--- src/rtl/pie_frame_encoder.sv ---
// PIE frame transmitter for the reader downlink.
// Emits delimiter, data-0, RTcal, optional TRcal, then one PIE symbol per
// data bit pulled over a valid/ready strobe, followed by a CW gap.
// Symbol timings are latched at frame start from the cfg_* inputs.
module pie_frame_encoder #(
    parameter int CNT_W     = 12,
    parameter int DELIMITER = 312,
    parameter int GAP_MIN   = 16
) (
    input  logic             clk,
    input  logic             rst,
    input  logic             start,
    output logic             start_rdy,
    input  logic             preamble,
    input  logic [CNT_W-1:0] cfg_pw,
    input  logic [CNT_W-1:0] cfg_zero,
    input  logic [CNT_W-1:0] cfg_one,
    input  logic [CNT_W-1:0] cfg_rtcal,
    input  logic [CNT_W-1:0] cfg_trcal,
    input  logic             s_valid,
    input  logic             s_data,
    input  logic             s_last,
    output logic             s_ready,
    output logic             pie,
    output logic             busy,
    output logic             done,
    output logic             underflow,
    output logic             cfg_err
);

    typedef enum logic [2:0] {
        S_IDLE  = 3'd0,
        S_DELIM = 3'd1,
        S_SYNC0 = 3'd2,
        S_RTCAL = 3'd3,
        S_TRCAL = 3'd4,
        S_DATA  = 3'd5,
        S_GAP   = 3'd6
    } state_t;

    localparam logic [CNT_W-1:0] CNT_ONE   = CNT_W'(1);
    localparam logic [CNT_W-1:0] CNT_ZERO  = CNT_W'(0);
    localparam logic [CNT_W-1:0] DELIM_LEN = CNT_W'(DELIMITER);
    localparam logic [CNT_W-1:0] GAP_LEN   = CNT_W'(GAP_MIN);

    state_t           state_q;
    logic [CNT_W-1:0] cnt_q;
    logic [CNT_W-1:0] pw_q;
    logic [CNT_W-1:0] zero_q;
    logic [CNT_W-1:0] one_q;
    logic [CNT_W-1:0] rtcal_q;
    logic [CNT_W-1:0] trcal_q;
    logic             pre_q;
    logic             bit_q;
    logic             last_q;
    logic             pie_q;
    logic             busy_q;
    logic             done_q;
    logic             underflow_q;
    logic             cfg_err_q;

    logic [CNT_W-1:0] len_s;
    logic             seg_end_s;
    logic             high_s;
    logic             pie_d;
    logic             fetch_s;
    logic             cfg_ok_s;

    // Length of the segment or symbol the counter is currently timing.
    always_comb begin
        len_s = GAP_LEN;
        case (state_q)
            S_DELIM: len_s = DELIM_LEN;
            S_SYNC0: len_s = zero_q;
            S_RTCAL: len_s = rtcal_q;
            S_TRCAL: len_s = trcal_q;
            S_DATA:  len_s = bit_q ? one_q : zero_q;
            S_GAP:   len_s = GAP_LEN;
            default: len_s = GAP_LEN;
        endcase
    end

    assign seg_end_s = (cnt_q == (len_s - CNT_ONE));
    // The low pulse occupies the final cfg_pw cycles of every symbol.
    assign high_s    = (cnt_q < (len_s - pw_q));

    // Strict ordering of the timings; TRcal only matters with a full preamble.
    assign cfg_ok_s = (cfg_pw != CNT_ZERO) && (cfg_pw < cfg_zero) &&
                      (cfg_zero < cfg_one) && (cfg_one < cfg_rtcal) &&
                      (!preamble || (cfg_rtcal < cfg_trcal));

    // Bit fetch happens on the last cycle of the segment preceding each data symbol.
    always_comb begin
        fetch_s = 1'b0;
        case (state_q)
            S_RTCAL: fetch_s = seg_end_s && !pre_q;
            S_TRCAL: fetch_s = seg_end_s;
            S_DATA:  fetch_s = seg_end_s && !last_q;
            default: fetch_s = 1'b0;
        endcase
    end

    // Carrier level implied by the current state and counter (pin is one cycle later).
    always_comb begin
        pie_d = 1'b1;
        case (state_q)
            S_IDLE:  pie_d = 1'b1;
            S_DELIM: pie_d = 1'b0;
            S_SYNC0: pie_d = high_s;
            S_RTCAL: pie_d = high_s;
            S_TRCAL: pie_d = high_s;
            S_DATA:  pie_d = high_s;
            S_GAP:   pie_d = 1'b1;
            default: pie_d = 1'b1;
        endcase
    end

    // Frame sequencer with latched configuration and registered status outputs.
    always_ff @(posedge clk or posedge rst) begin
        if (rst) begin
            state_q     <= S_IDLE;
            cnt_q       <= CNT_ZERO;
            pw_q        <= CNT_ZERO;
            zero_q      <= CNT_ZERO;
            one_q       <= CNT_ZERO;
            rtcal_q     <= CNT_ZERO;
            trcal_q     <= CNT_ZERO;
            pre_q       <= 1'b0;
            bit_q       <= 1'b0;
            last_q      <= 1'b0;
            pie_q       <= 1'b1;
            busy_q      <= 1'b0;
            done_q      <= 1'b0;
            underflow_q <= 1'b0;
            cfg_err_q   <= 1'b0;
        end else begin
            pie_q       <= pie_d;
            done_q      <= 1'b0;
            underflow_q <= 1'b0;
            cfg_err_q   <= 1'b0;
            if (state_q == S_IDLE) begin
                cnt_q <= CNT_ZERO;
                if (start && cfg_ok_s) begin
                    pw_q    <= cfg_pw;
                    zero_q  <= cfg_zero;
                    one_q   <= cfg_one;
                    rtcal_q <= cfg_rtcal;
                    trcal_q <= cfg_trcal;
                    pre_q   <= preamble;
                    last_q  <= 1'b0;
                    busy_q  <= 1'b1;
                    state_q <= S_DELIM;
                end else if (start) begin
                    cfg_err_q <= 1'b1;
                end else begin
                    busy_q <= 1'b0;
                end
            end else if (!seg_end_s) begin
                cnt_q <= cnt_q + CNT_ONE;
            end else begin
                cnt_q <= CNT_ZERO;
                if (fetch_s && s_valid) begin
                    bit_q   <= s_data;
                    last_q  <= s_last;
                    state_q <= S_DATA;
                end else if (fetch_s) begin
                    underflow_q <= 1'b1;
                    state_q     <= S_GAP;
                end else begin
                    case (state_q)
                        S_DELIM: state_q <= S_SYNC0;
                        S_SYNC0: state_q <= S_RTCAL;
                        S_RTCAL: state_q <= S_TRCAL;
                        S_TRCAL: state_q <= S_DATA;
                        S_DATA: begin
                            done_q  <= 1'b1;
                            state_q <= S_GAP;
                        end
                        S_GAP: begin
                            busy_q  <= 1'b0;
                            state_q <= S_IDLE;
                        end
                        default: state_q <= S_IDLE;
                    endcase
                end
            end
        end
    end

    assign start_rdy = (state_q == S_IDLE);
    assign s_ready   = fetch_s;
    assign pie       = pie_q;
    assign busy      = busy_q;
    assign done      = done_q;
    assign underflow = underflow_q;
    assign cfg_err   = cfg_err_q;

endmodule

--- config.mk ---
export PLATFORM = sky130hd
export DESIGN_NAME = pie_frame_encoder
export DESIGN_NICKNAME = d
export VERILOG_FILES = /design/src/rtl/pie_frame_encoder.sv
export SDC_FILE = /design/constraint.sdc
export NUM_CORES = 1
export LEC_CHECK = 0
export BUFFER_PORTS_ARGS = -buffer_cell sky130_fd_sc_hd__buf_4
export CORE_UTILIZATION = 31
export CTS_BUF_LIST = sky130_fd_sc_hd__clkbuf_16
export CTS_CLUSTER_DIAMETER = 100
export DETAILED_ROUTE_END_ITERATION = 8
export GPL_TIMING_DRIVEN = 0
export SYNTH_ARGS = -nofsm -noshare
export SYNTH_HDL_FRONTEND = slang
export SYNTH_SLANG_ARGS = --single-unit
--- constraint.sdc ---
create_clock -name clk -period 14.6 [get_ports clk]
set_input_delay 2.92 -clock clk [delete_from_list [all_inputs] [get_ports clk]]
set_output_delay 2.92 -clock clk [all_outputs]
set_load 0.005 [all_outputs]
; Word-level counts from Yosys, hierarchy flattened
; Index checks and enable logic that the tools add are counted.
[word_totals]
output_inout_bits = 7
inputBits = 67
elab_cells = 93
ff_bits = 83
[op_classes]
reduce_logical = 23
eq_ne = 11
order_cmp = 5
muxes = 35
bitwise = 1
n_addsub = 3
[ops]
columns = operator, n
row1 = 12-bit less-than comparator, 5
row2 = 12-bit case mux with 5 select lines, 1
row3 = 12-bit 2-to-1 mux, 3
row4 = 1-bit 2-to-1 mux, 23
row5 = 3-bit 2-to-1 mux, 5
row6 = 3-bit case mux with 5 select lines, 1
row7 = 12-bit by 1-bit adder with 12-bit output (second input constant), 1
row8 = 12-bit == test, 1
row9 = 12-bit nonzero test, 1
row10 = 12-bit by 1-bit subtractor with 12-bit output (second input constant), 1
row11 = 12-bit subtractor, 1
row12 = 3-bit == test (second input constant), 3
row13 = 1-bit logical AND, 8
row14 = 3-bit by 2-bit == test with 1-bit output (second input constant), 2
row15 = 3-bit AND reduction, 2
row16 = 2-bit nonzero test, 3
row17 = 5-bit AND reduction, 1
row18 = 2-bit != test (second input constant), 2
row19 = 2-bit AND reduction, 2
row20 = 4-bit OR reduction, 1
row21 = 3-bit by 1-bit == test with 1-bit output (second input constant), 1
row22 = 1-bit zero test, 3
row23 = 3-bit zero test, 1
row24 = 3-bit by 2-bit != test with 1-bit output (second input constant), 1
row25 = other kinds (5), 5

; Logic depth before layout (Yosys ltp)
; Gate-level depths: netlist (run 1).
[depth]
word_depth = 10
ltp_mapped = 24
ltp_nobuf = 22

; Worst setup path before layout (run 1)
; No wires, ideal clock.
[synth_timing]
path_type = register to output
from = register state_q[0]
to = output port s_ready
t_required_ns = 11.680
n_path_buf = 3
slack_ns = 7.967
arrival_ns = 3.713
path_stages_with_launch = 16
path_cell_list = dfrtp_1 > buf_6 > buf_6 > buf_2 > mux2i_1 > nor2_1 > or3_1 > nand2_1 > ha_1 > or3b_2 > or4b_1 > a211oi_2 > nor3_1 > nand4b_4 > or3_4 > nor2_1
[synth_between]
elab_chain_len = 6
word_cells_on_any_way = 11
classes_between = add/sub: 1 / eq/ne: 6 / mux: 2 / reduce/logical: 2
[synth_rtl]
columns = item, line
row1 = start: declaration, 46  ; state_t state_q;
row2 = start signal: assignment, 121  ; state_q <= S_IDLE;
row3 = start signal: assignment, 152  ; state_q <= S_DELIM;
row4 = start signal: assignment, 165  ; state_q <= S_DATA;
row5 = "3-bit == test, or another cell as far along", "72, 95"
row6 = 12-bit case mux with 5 select lines, 72  ; case (state_q)
row7 = 12-bit by 1-bit subtractor with 12-bit output, 83  ; assign seg_end_s = (cnt_q == (len_s - CNT_ONE));
row8 = 12-bit == test, 83
row9 = 1-bit logical AND (on tied branches), "98, 96"
row10 = 1-bit case mux with 3 select lines *, 95  ; case (state_q)
row11 = end: declaration, 23  ; output logic s_ready,
; Every way passes the cells marked *; elsewhere a longest branch is shown, timed or not.

; Final worst setup path (run 1)
[layout_timing]
from = register state_q[1]
to = output port s_ready
; Same word-level chain as after synthesis.

==> results.txt, run 1 <==
----------------------------------------------------
[Job]
  Number of max-cap violations ... 0

[Detailed routing]
  Via count ... 5130
  Number of remaining DRC errors ... 0
  DR WL/cell ... 17.6 um
  Number of DRC violations after detailed-routing iteration 0 ... 320
  Antenna Violating Nets Remaining ... 0
  Router iterations before antenna repair ... 4
  Total wire length ... 17900 um
  Vias per Instance ... 5.05

[Clock tree]
  Number of buffers added by the clock tree synthesis step ... 9
  Clock sink total ... 83
  CTS clk-pin slew, worst paths ... roughly 0.07 ns
  Clock tree from TritonCTS ... built
  Clock Tree Buf Depth ... 2
  H-tree Lvls ... 3
  Total of cells resized after clock tree synthesis ... 0
  Count of buffers added by post-CTS timing repair for setup ... 0
  Clock latency reported for the late side of the worst-skew pair ... 0.35 ns
  Count of hold buffers inserted by post-cts repair ... 0
  Clock root buffer ... sky130_fd_sc_hd__clkbuf_16

[Timing]
  Highest clock frequency the design can meet ... 126 MHz
  Portion of the clock cycle consumed by the worst path in the final layout ... 0.543
  Pin slew with the least headroom to its limit ... 1.09 ns
  Total count of max-transition violations in the final report ... 0
  RSZ-0062 raised after global routing ... no
  Total Negative Setup Slacks ... 0 ns
  Post-route minimum period ... 7.92 ns
  Worst rel slew slack ... 0.271
  Final count of hold timing violations ... 0
  Hold_ws ... 0.502 ns
  Skew final ... 0.0104 ns
  # setup viols final ... 0

[GRT]
  Remaining global-route overflow ... 0
  Vias in the first global route ... just over 5000
  All-Layer GR Usage ... 0.176
  Number of antenna violations at the first check in global routing ... 0
  Global-route wire length before repair ... 28800 um
  Pin count of the biggest net entering global routing ... 50

[Critical path]
  R2R Setup Slk ... 9.39 ns
  CP Max Fanout ... 10
  Critical R2R Launch ... state_q[1]$_DFFE_PP0P_
  Startpoint kind of the worst setup timing path ... flop
  Endpoint of the worst register-to-register path ... pie$_DFF_PP1_
  Nature of the critical path endpoint ... output port
  Start-to-end type of the worst setup path ... flop to output port
  Number of cell instances on the worst register-to-register path ... 23
  Data required time of the critical path ... 11.68 ns
  Critical path launch point ... state_q[1]$_DFFE_PP0P_
  Arrival time of the worst setup path ... about 5 ns

[Synthesis]
  Arithmetic-cell share of the synthesized area counting full adders, half adders and majority gates ... 0.137
  Post-synthesis cell area ... around 0.0065 sq mm
  Number of distinct library cells after synthesis ... 76
  Synth top cells by count ... sky130_fd_sc_hd__inv_1 (83), sky130_fd_sc_hd__dfrtp_1 (82), sky130_fd_sc_hd__ha_1 (69)
  Share of cell area taken by muxes after synthesis ... 0.153
  Flop and latch count out of synthesis ... 83
  XOR/XNOR share of the synthesized area ... 0.0393
  Sequential-to-total area share from yosys stat ... 0.322
  Warnings from Yosys ... 0
  Yosys top cell area share ... 0.317
  Post-synth top flop ... sky130_fd_sc_hd__dfrtp_1
  Area share of and/or/nand/nor cells after synthesis ... 0.138
  Post-synth net total ... 792
  Ys async rst share ... 1.00
  Syn_area_per_cell ... 9.87 sq um
  Most numerous cell in the Yosys netlist ... sky130_fd_sc_hd__inv_1
  Top cells by area in the synthesized netlist ... sky130_fd_sc_hd__dfrtp_1 (32%), sky130_fd_sc_hd__ha_1 (13%), sky130_fd_sc_hd__mux2_2 (11%), sky130_fd_sc_hd__inv_1 (4.8%), sky130_fd_sc_hd__mux2i_1 (3.1%)
  Area leader, netlist ... sky130_fd_sc_hd__dfrtp_1
  Complex-gate fraction of the synthesized area ... 0.142
  Post-synth EDFFs ... 0
  Syn Inst Count ... between 600 and 700
  Dominant combinational cell family by area after synthesis ... multiplexers

[Finish]
  Final std cell area, no fill ... around 0.0077 sq mm
  Number of non-filler instances in the completed layout ... 1015
  Number of diodes added for antenna fixing ... 0
  Post-layout util ... 0.376
  Final net count ... 877
  Area growth from synthesis to final layout ... 18.6%
  Layout cells sized above 1 ... 0.244

[Place]
  Port Buf Inserts ... 73
  Placer congestion estimate ... 0.835
  Number of cells in the design after placement ... approximately 1000
  Placed Instance Area ... 0.00738 sq mm
  Dpl hpwl ... 14700 um

[Min path]
  Worst Hold Class ... flop to flop
  Worst Hold Launch ... trcal_q[10]$_DFFE_PP0P_
  Endpoint of the worst hold-timing path ... trcal_q[10]$_DFFE_PP0P_
  Number of cells on the worst hold path ... 1

[Power]
  Clock group share of total power ... 0.439
  Relative contribution of sequential cells to total power ... 0.450
  Switching component of the power ... 0.000125 W
  Worst voltage drop across the vdd grid ... between 50 and 60 uV
  Switching Share ... 0.245
  Gate power share ... 0.111
  Leakage power ... 3.83 nW
  Internal cell power ... a little under 0.0004 W
  P per Cell Area ... 66.8 mW/mm^2

[Die]
  Die Area ... 0.0214 sq mm
  Height of the die ... 146 um
  Core region area ... roughly 0.020 sq mm
  Width of the die ... 146 um
  Boundary pin count ... 74
  Initial core utilization ... 0.317
  Number of cell rows ... 52

[Run status]
  Status ... completed

----------------------------------------------------
==> worst max-delay path: stages, from the launching register on <==
cell and delay (ns):
sky130_fd_sc_hd__dfrtp_1 0.48, sky130_fd_sc_hd__buf_4 0.22, sky130_fd_sc_hd__inv_1 0.10, sky130_fd_sc_hd__ha_1 0.28, sky130_fd_sc_hd__clkbuf_1 0.38, sky130_fd_sc_hd__nand2_1 0.35
sky130_fd_sc_hd__nand2_1 0.19, sky130_fd_sc_hd__ha_1 0.25, sky130_fd_sc_hd__or3b_2 0.51, sky130_fd_sc_hd__o31ai_1 0.33, sky130_fd_sc_hd__nor4bb_1 0.50, sky130_fd_sc_hd__nor3_1 0.12
sky130_fd_sc_hd__nand4b_4 0.20, sky130_fd_sc_hd__or3_4 0.46, sky130_fd_sc_hd__nor2_1 0.15, sky130_fd_sc_hd__buf_4 0.14
==> metal layers <==
metal	global-route usage	up-vias	share of wire
met5	0	-	0
li1	-	2530	-
met2	0.293	119	0.48
met4	0.0490	0	0.017
met1	0.234	2463	0.46
met3	0.0284	18	0.042
==> sequential cells by signal (all words and copies together) (netlist names) <==
| name | cells |
|---|---|
| state_q | 3 |
| underflow | 1 |
| pw_q | 12 |
| bit_q | 1 |
| cfg_err | 1 |
| zero_q | 12 |
| last_q | 1 |
| rtcal_q | 12 |
| trcal_q | 12 |
| pie | 1 |
| busy | 1 |
| pre_q | 1 |
| one_q | 12 |
| cnt_q | 12 |
| done | 1 |
==> power groups by stage <==
stage                     clock network, W  logic [W]  registers [W]
after global routing              0.000240  0.0000648       0.000230
after floorplan                          0  0.0000261       0.000235
after CTS                         0.000229  0.0000586       0.000230
after global placement                   0  0.0000564       0.000235
final                             0.000225  0.0000568       0.000230
after detailed placement                 0  0.0000583       0.000235
==> area by class of cell <==
type	count	area, sq um
Fill cell	2067	12700
Multi-Input combinational cell	468	3940
Sequential cell	83	2080
Timing Repair Buffer	74	576
Tap cell	270	338
Inverter	83	314
Clock buffer	9	225
Buffer	21	134
Clock inverter	7	60.1
==> logic make-up (layout without fill, tap and decap cells) <==
logic type | count (synthesis) | count (layout)
AND/OR/NAND/NOR | 148 | 148
AO/OA/AOI/OAI | 131 | 131
buffers and inverters | 104 | 194
multiplexers | 90 | 90
flip-flops | 83 | 83
adder cells (fa/ha/maj) | 70 | 70
XOR/XNOR | 29 | 29
==> through the flow <==
stage	total power (W)	worst slack (ns)
finish	0.000512	6.68
global route	0.000535	6.37
CTS	0.000518	6.70
detailed placement	0.000293	7.17
global placement	0.000291	7.16
floorplan	0.000261	7.97
==> how the worst max path moves through the flow <==
stage	slack [ns]	endpoint
5_1_grt	6.37	s_ready
2_1_floorplan	7.97	s_ready
3_5_place_dp	7.17	s_ready
3_3_place_gp	7.16	s_ready
6_report	6.68	s_ready
4_1_cts	6.70	s_ready
==> cell usage in the layout, fill, tap and decap left out, types with 4 or more instances in the layout <==
cell type and n:
sky130_fd_sc_hd__a211oi_1 6, sky130_fd_sc_hd__a21o_1 12, sky130_fd_sc_hd__a21oi_1 24, sky130_fd_sc_hd__and2_1 4
sky130_fd_sc_hd__and3_1 5, sky130_fd_sc_hd__buf_2 5, sky130_fd_sc_hd__buf_4 76, sky130_fd_sc_hd__buf_6 5
sky130_fd_sc_hd__clkbuf_1 8, sky130_fd_sc_hd__clkbuf_16 9, sky130_fd_sc_hd__dfrtp_1 82, sky130_fd_sc_hd__ha_1 69
sky130_fd_sc_hd__inv_1 83, sky130_fd_sc_hd__mux2_1 7, sky130_fd_sc_hd__mux2_2 63, sky130_fd_sc_hd__mux2i_1 20
sky130_fd_sc_hd__nand2_1 15, sky130_fd_sc_hd__nand2b_1 13, sky130_fd_sc_hd__nand3_1 12, sky130_fd_sc_hd__nand4_1 4
sky130_fd_sc_hd__nor2_1 40, sky130_fd_sc_hd__nor2b_1 5, sky130_fd_sc_hd__nor3_1 8, sky130_fd_sc_hd__nor4_1 6
sky130_fd_sc_hd__o2111ai_1 7, sky130_fd_sc_hd__o21a_1 9, sky130_fd_sc_hd__o21ai_0 24, sky130_fd_sc_hd__o221ai_1 4
sky130_fd_sc_hd__o31ai_1 6, sky130_fd_sc_hd__or2_2 4, sky130_fd_sc_hd__xnor2_1 18, sky130_fd_sc_hd__xor2_1 11
Note: power is estimated with default switching activity, not from simulation.
==> run 2, diff against run 1 <==
==> constraint.sdc (replaced) <==
create_clock -name clk -period 6.5 [get_ports clk]
set_input_delay 1.3 -clock clk [delete_from_list [all_inputs] [get_ports clk]]
set_output_delay 1.3 -clock clk [all_outputs]
set_load 0.005 [all_outputs]
==> results.txt, run 2 (synthesized netlist as in run 1, its figures left out) <==
----------------------------------------------------
[Detailed routing]
  Number of remaining DRC errors ... 0
  Number of DRC violations after detailed-routing iteration 0 ... 292
  DR WL/cell ... 17.7 um
  Via count ... 5096
  Antenna Violating Nets Remaining ... 0
  Router iterations before antenna repair ... 4
  Total wire length ... 17900 um
  Vias per Instance ... 5.03

[Place]
  Dpl hpwl ... 14700 um
  Port Buf Inserts ... 73
  Placer congestion estimate ... 0.835
  Worst Setup Slack post-DPL ... 0.688 ns

[Clock tree]
  Clock Tree Buf Depth ... 2
  Count of hold buffers inserted by post-cts repair ... 0
  Clock tree from TritonCTS ... built
  Number of buffers added by the clock tree synthesis step ... 9
  Clock latency reported for the late side of the worst-skew pair ... 0.36 ns
  Clock root buffer ... sky130_fd_sc_hd__clkbuf_16
  CTS clk-pin slew, worst paths ... 0.07 ns
  Clock sink total ... 83
  H-tree Lvls ... 3
  Count of buffers added by post-CTS timing repair for setup ... 0

[Timing]
  Pin slew with the least headroom to its limit ... 1.11 ns
  Skew final ... 0.0101 ns
  Worst rel slew slack ... 0.255
  Highest clock frequency the design can meet ... 163 MHz
  RSZ-0062 raised after global routing ... no
  # setup viols final ... 0
  Total Negative Setup Slacks ... 0 ns
  Final setup margin ... 0.381 ns
  Final count of hold timing violations ... 0
  Total count of max-transition violations in the final report ... 0
  Portion of the clock cycle consumed by the worst path in the final layout ... 0.941
  Post-route minimum period ... slightly above 6 ns

[Finish]
  Leading cell type in the layout, fill and taps excluded ... sky130_fd_sc_hd__inv_1
  Number of diodes added for antenna fixing ... 0
  Area growth from synthesis to final layout ... 18.5%
  Count of fill cells added during filler insertion ... between 2000 and 2500
  Final net count ... 876
  Layout cells sized above 1 ... 0.245
  Highest-count cells in the layout ignoring fill and taps ... sky130_fd_sc_hd__inv_1 (83), sky130_fd_sc_hd__dfrtp_1 (82), sky130_fd_sc_hd__buf_4 (76)
  Multi-input gate area in the final layout ... between 0.003 and 0.004 sq mm
  Register area ... between 0.002 and 0.0025 sq mm

[Power]
  Switching component of the power ... 0.000285 W
  Clock group share of total power ... 0.440
  P per Cell Area ... approximately 150 mW/mm^2
  Final Power ... 0.00115 W
  Relative contribution of sequential cells to total power ... 0.449
  Worst voltage drop across the vdd grid ... about 120 uV
  Internal cell power ... between 0.0008 and 0.0009 W
  Gate power share ... 0.111
  Leakage power ... 3.83 nW
  Switching Share ... 0.247

[GRT]
  Global-route wire length before repair ... 28800 um
  Met2 layer usage reported by global route ... 0.293
  All-Layer GR Usage ... 0.176
  Global routing met3 resource utilization ... 0.0284
  Pin count of the biggest net entering global routing ... 50
  GR met1 Demand/Resource ... 0.234
  Vias in the first global route ... 5178
  Busiest grt layer ... met2
  Number of antenna violations at the first check in global routing ... 0
  Remaining global-route overflow ... 0

[Die]
  Initial core utilization ... 0.317
  Die Area ... approximately 0.021 sq mm
  Number of cell rows ... 52
  Core region area ... 0.0204 sq mm
  Boundary pin count ... 74
  Height of the die ... 146 um
  Width of the die ... 146 um

[Critical path]
  Critical path cell sequence ... buf_4, inv_1, ha_1, nand2_1, nand2_1, ha_1, or3b_2, o31ai_1, nor4bb_1, nor3_1, nand4b_4, or3_4, nor2_1, buf_4
  Nature of the critical path endpoint ... output port
  Arrival time of the worst setup path ... 4.82 ns
  Data required time of the critical path ... 5.20 ns
  Start-to-end type of the worst setup path ... flop to output port
  Delay of the slowest cell on the worst path ... 0.51 ns
  CP Max Fanout ... 10
  Startpoint kind of the worst setup timing path ... flop
  CP max stage cell ... sky130_fd_sc_hd__ha_1

[Job]
  Number of max-cap violations ... 0

[Min path]
  Worst Hold Class ... flop to flop

[Run status]
  Status ... completed

----------------------------------------------------
## run 2: cell types whose count changed in the layout (fill, tap and decap cells not counted)
cell / before / now
sky130_fd_sc_hd__clkbuf_1: 8 / 7
## run 2: worst paths after layout
path                       slack (ns)  depth (start not counted)                    start                      end
max                              0.38                         14   state_q[1]$_DFFE_PP0P_                  s_ready
min                              0.50                          1  trcal_q[10]$_DFFE_PP0P_  trcal_q[10]$_DFFE_PP0P_
max reg2reg                      1.46                         22   state_q[1]$_DFFE_PP0P_            pie$_DFF_PP1_
min reg2reg                      0.50                          1  trcal_q[10]$_DFFE_PP0P_  trcal_q[10]$_DFFE_PP0P_
max in group asynchronous        4.91                          3                      rst   rtcal_q[2]$_DFFE_PP0P_
min in group asynchronous        0.97                          2                      rst      cnt_q[10]$_DFF_PP0_
## run 2: worst max-delay path: cells and delay by family (launching register included)
kind	cells	cell delay, ns
and+or+nand+nor	8	2.44
AOI/OAI and AO/OA	1	0.33
adders and majority gates	2	0.76
DFF	1	0.48
buffers and inverters	3	0.46
## run 2: per-stage QoR
stage          cell area [sq um]  cells  utilization  hold slack, ns
3_3_place_gp                7350    998        0.361           0.482
6_report                    7660   1014        0.376           0.502
3_5_place_dp                7380    999        0.362           0.487
5_1_grt                     7660   1014        0.376           0.522
2_1_floorplan               6460    655            -           0.472
4_1_cts                     7660   1015        0.376           0.503
## run 2: cell type report
class	count	area share
buffer	20	0.0170
clock buffer	9	0.0294
clock inverter	7	0.00784
inverter	83	0.0410
multi-input combinational	468	0.514
sequential	83	0.271
tap	270	0.0441
timing repair buffer	74	0.0751
## run 2: power groups by stage
stage,Sequential (W),Combinational (W),Clock [W]
after floorplan,0.000527,0.0000585,0
after global placement,0.000527,0.000127,0
after detailed placement,0.000527,0.000131,0
after CTS,0.000518,0.000132,0.000515
after global routing,0.000517,0.000146,0.000540
final,0.000518,0.000128,0.000507
## run 2: layer usage
metal	vias up	part of all wire
met5	-	0
met4	0	0.018
met3	19	0.038
met2	113	0.47
met1	2443	0.47
li1	2521	-
## run 2: timing repair
| action | in CTS | in global routing |
|---|---|---|
| setup endpoints to repair | 0 | 1 |
| hold endpoints to repair | 0 | 0 |
| resized for setup | 0 | 0 |
==> run 3, diff against run 2 <==
--- a/config.mk
+++ b/config.mk
@@ -5,6 +5,7 @@
 export SDC_FILE = /design/constraint.sdc
 export NUM_CORES = 1
 export LEC_CHECK = 0
+export ABC_AREA = 1
 export BUFFER_PORTS_ARGS = -buffer_cell sky130_fd_sc_hd__buf_4
 export CORE_UTILIZATION = 31
 export CTS_BUF_LIST = sky130_fd_sc_hd__clkbuf_16
==> results.txt, run 3 <==
----------------------------------------------------
[Synthesis]
  Post-synth net total ... approximately 1000
  Sequential-to-total area share from yosys stat ... 0.318
  Warnings from Yosys ... 0
  Area leader, netlist ... sky130_fd_sc_hd__dfrtp_1
  Synth top cells by count ... sky130_fd_sc_hd__nand2_1 (244), sky130_fd_sc_hd__inv_1 (124), sky130_fd_sc_hd__dfrtp_1 (82)
  Yosys top cell area share ... 0.314
  Post-synth top flop ... sky130_fd_sc_hd__dfrtp_1
  Flop and latch count out of synthesis ... between 80 and 90
  Syn_area_per_cell ... 7.36 sq um
  Top cells by area in the synthesized netlist ... sky130_fd_sc_hd__dfrtp_1 (31%), sky130_fd_sc_hd__nand2_1 (14%), sky130_fd_sc_hd__ha_1 (13%), sky130_fd_sc_hd__inv_1 (7.1%), sky130_fd_sc_hd__o21ai_0 (6.1%)
  Ys async rst share ... 1.00
  Post-synth EDFFs ... 0
  Number of distinct library cells after synthesis ... 51
  Post-synthesis cell area ... 0.00654 sq mm
  Most numerous cell in the Yosys netlist ... sky130_fd_sc_hd__nand2_1
  Syn Inst Count ... 889

[GRT]
  All-Layer GR Usage ... 0.180
  Vias in the first global route ... just under 6000
  Remaining global-route overflow ... 0
  Global-route wire length before repair ... ~30000 um
  Number of antenna violations at the first check in global routing ... 0
  Pin count of the biggest net entering global routing ... 52

[Critical path]
  Start-to-end type of the worst setup path ... flop to output port
  Startpoint kind of the worst setup timing path ... flop
  Data required time of the critical path ... 5.20 ns
  Critical R2R Launch ... state_q[0]$_DFFE_PP0P_
  Endpoint of the worst register-to-register path ... pie$_DFF_PP1_
  Arrival time of the worst setup path ... roughly 3.2 ns
  Critical path launch point ... state_q[0]$_DFFE_PP0P_
  CP Max Fanout ... 10
  Number of cell instances on the worst register-to-register path ... 23
  Endpoint of the most critical setup path ... s_ready
  Nature of the critical path endpoint ... output port
  R2R Setup Slk ... 2.44 ns

[Detailed routing]
  Via count ... 6028
  Number of DRC violations after detailed-routing iteration 0 ... 433
  DR WL/cell ... approximately 15 um
  Vias per Instance ... 4.83
  Number of remaining DRC errors ... 0
  Total wire length ... about 19000 um
  Antenna Violating Nets Remaining ... 0
  Router iterations before antenna repair ... 5

[Clock tree]
  Clock Tree Buf Depth ... 2
  Clock tree from TritonCTS ... built
  Total of cells resized after clock tree synthesis ... 0
  Count of buffers added by post-CTS timing repair for setup ... 0
  Clock sink total ... just over 80
  Clock latency reported for the late side of the worst-skew pair ... ~0.35 ns
  H-tree Lvls ... 3
  Count of hold buffers inserted by post-cts repair ... 0
  Number of buffers added by the clock tree synthesis step ... 9
  CTS clk-pin slew, worst paths ... 0.06 ns
  Clock root buffer ... sky130_fd_sc_hd__clkbuf_16

[Timing]
  Pin slew with the least headroom to its limit ... approximately 0.61 ns
  Skew final ... 0.00847 ns
  Portion of the clock cycle consumed by the worst path in the final layout ... 0.697
  Highest clock frequency the design can meet ... about 220 MHz
  Worst rel slew slack ... 0.590
  Final count of hold timing violations ... 0
  RSZ-0062 raised after global routing ... no
  Post-route minimum period ... 4.53 ns
  Total count of max-transition violations in the final report ... 0
  Total Negative Setup Slacks ... 0 ns
  # setup viols final ... 0

[Power]
  P per Cell Area ... between 150 and 200 mW/mm^2
  Gate power share ... 0.232
  Clock group share of total power ... 0.375
  Switching Share ... 0.304
  Worst voltage drop across the vdd grid ... 144 uV
  Internal cell power ... 0.000968 W
  Leakage power ... 4.14 nW
  Switching component of the power ... 0.000422 W
  Relative contribution of sequential cells to total power ... 0.393

[Run status]
  Status ... completed

[Job]
  Number of max-cap violations ... 0

[Die]
  Boundary pin count ... 74
  Number of cell rows ... 52
  Die Area ... between 0.02 and 0.025 sq mm
  Core region area ... 0.0204 sq mm
  Height of the die ... 147 um
  Width of the die ... around 150 um
  Initial core utilization ... 0.320

[Finish]
  Final net count ... 1111
  Number of non-filler instances in the completed layout ... 1249
  Highest-count cells in the layout ignoring fill and taps ... sky130_fd_sc_hd__nand2_1 (244), sky130_fd_sc_hd__inv_1 (124), sky130_fd_sc_hd__dfrtp_1 (82)
  Leading cell type in the layout, fill and taps excluded ... sky130_fd_sc_hd__nand2_1
  Layout cells sized above 1 ... 0.159
  Number of diodes added for antenna fixing ... 0
  Area growth from synthesis to final layout ... 18.5%
  Count of fill cells added during filler insertion ... 2230

[Place]
  Port Buf Inserts ... 73
  Placer congestion estimate ... ~0.85
  Number of cells in the design after placement ... roughly 1200
  Dpl hpwl ... ~15000 um

[Min path]
  Worst Hold Class ... flop to flop

----------------------------------------------------
-- run 3: cell types whose count changed after synthesis, sizes merged, moves of 21 or more --
cell,before,now
nor2,40,61
mux2,70,2
o21ai,26,89
nand2,15,257
nand3,12,59
inv,83,132
-- run 3: how the worst min path moves through the flow --
| stage | startpoint | to | slack, ns | depth (start not counted) |
|---|---|---|---|---|
| floorplan | one_q[10]$_DFFE_PP0P_ | one_q[10]$_DFFE_PP0P_ | 0.45 | 2 |
| global placement | busy$_DFFE_PP0P_ | busy$_DFFE_PP0P_ | 0.46 | 2 |
| detailed placement | one_q[2]$_DFFE_PP0P_ | one_q[2]$_DFFE_PP0P_ | 0.47 | 2 |
| CTS | one_q[2]$_DFFE_PP0P_ | one_q[2]$_DFFE_PP0P_ | 0.49 | 2 |
| global route | one_q[4]$_DFFE_PP0P_ | one_q[4]$_DFFE_PP0P_ | 0.50 | 2 |
| finish | busy$_DFFE_PP0P_ | busy$_DFFE_PP0P_ | 0.48 | 2 |
-- run 3: power by group through the flow --
stage	registers, W	clock network (W)	logic (W)
4_1_cts	0.000546	0.000526	0.000325
2_1_floorplan	0.000552	0	0.000223
6_report	0.000546	0.000521	0.000322
3_5_place_dp	0.000556	0	0.000323
5_1_grt	0.000548	0.000547	0.000371
3_3_place_gp	0.000555	0	0.000315
-- run 3: final cells by class --
type | count | area [sq um] | area share
inverter | 133 | 504 | 0.0651
clock inverter | 7 | 70.1 | 0.00904
buffer | 24 | 145 | 0.0187
tap | 270 | 338 | 0.0436
clock buffer | 9 | 225 | 0.0291
sequential | 83 | 2080 | 0.268
multi-input combinational | 649 | 3810 | 0.492
timing repair buffer | 74 | 576 | 0.0743
-- run 3: worst max-delay path, stage by stage (launching register included) --
cell and delay [ns]:
sky130_fd_sc_hd__dfrtp_1 0.39, sky130_fd_sc_hd__buf_4 0.19, sky130_fd_sc_hd__nand2_2 0.10, sky130_fd_sc_hd__nor2_4 0.05, sky130_fd_sc_hd__buf_6 0.14, sky130_fd_sc_hd__nand2_1 0.06
sky130_fd_sc_hd__nand4_1 0.24, sky130_fd_sc_hd__nand2_2 0.25, sky130_fd_sc_hd__ha_1 0.34, sky130_fd_sc_hd__nand2_2 0.12, sky130_fd_sc_hd__nor2_4 0.15, sky130_fd_sc_hd__nand2_2 0.09
sky130_fd_sc_hd__nor2_1 0.09, sky130_fd_sc_hd__nand2_1 0.05, sky130_fd_sc_hd__nand2_1 0.10, sky130_fd_sc_hd__nand2_1 0.08, sky130_fd_sc_hd__nor2_2 0.14, sky130_fd_sc_hd__nand3_1 0.08
sky130_fd_sc_hd__nor2_1 0.09, sky130_fd_sc_hd__buf_4 0.12
-- run 3: through the flow --
step                      power (W)  area (sq um)  utilization  hold slack, ns  worst slack (ns)
after floorplan            0.000775          6540            -           0.453              2.87
after global placement     0.000870          7420        0.363           0.463              1.88
after detailed placement   0.000879          7450        0.365           0.473              2.33
after CTS                   0.00140          7750        0.379           0.489              1.96
after global routing        0.00147          7750        0.379           0.500              1.71
final                       0.00139          7750        0.379           0.484              1.97
-- run 3: logic make-up after synthesis --
group / Yosys count / synth area share
compound gates: 148 / 0.130
fa+ha+maj: 70 / 0.135
xor+xnor: 19 / 0.0254
flops: 83 / 0.318
buf+inv: 157 / 0.0989
simple gates: 410 / 0.290
mux: 2 / 0.00344
-- run 3: per-layer routing --
layer	GRT usage	wire length [um]	vias to the layer above
met5	0	0	-
met3	0.0311	843	24
met4	0.0531	353	0
met2	0.298	8880	149
met1	0.239	8540	2799
li1	-	-	3056
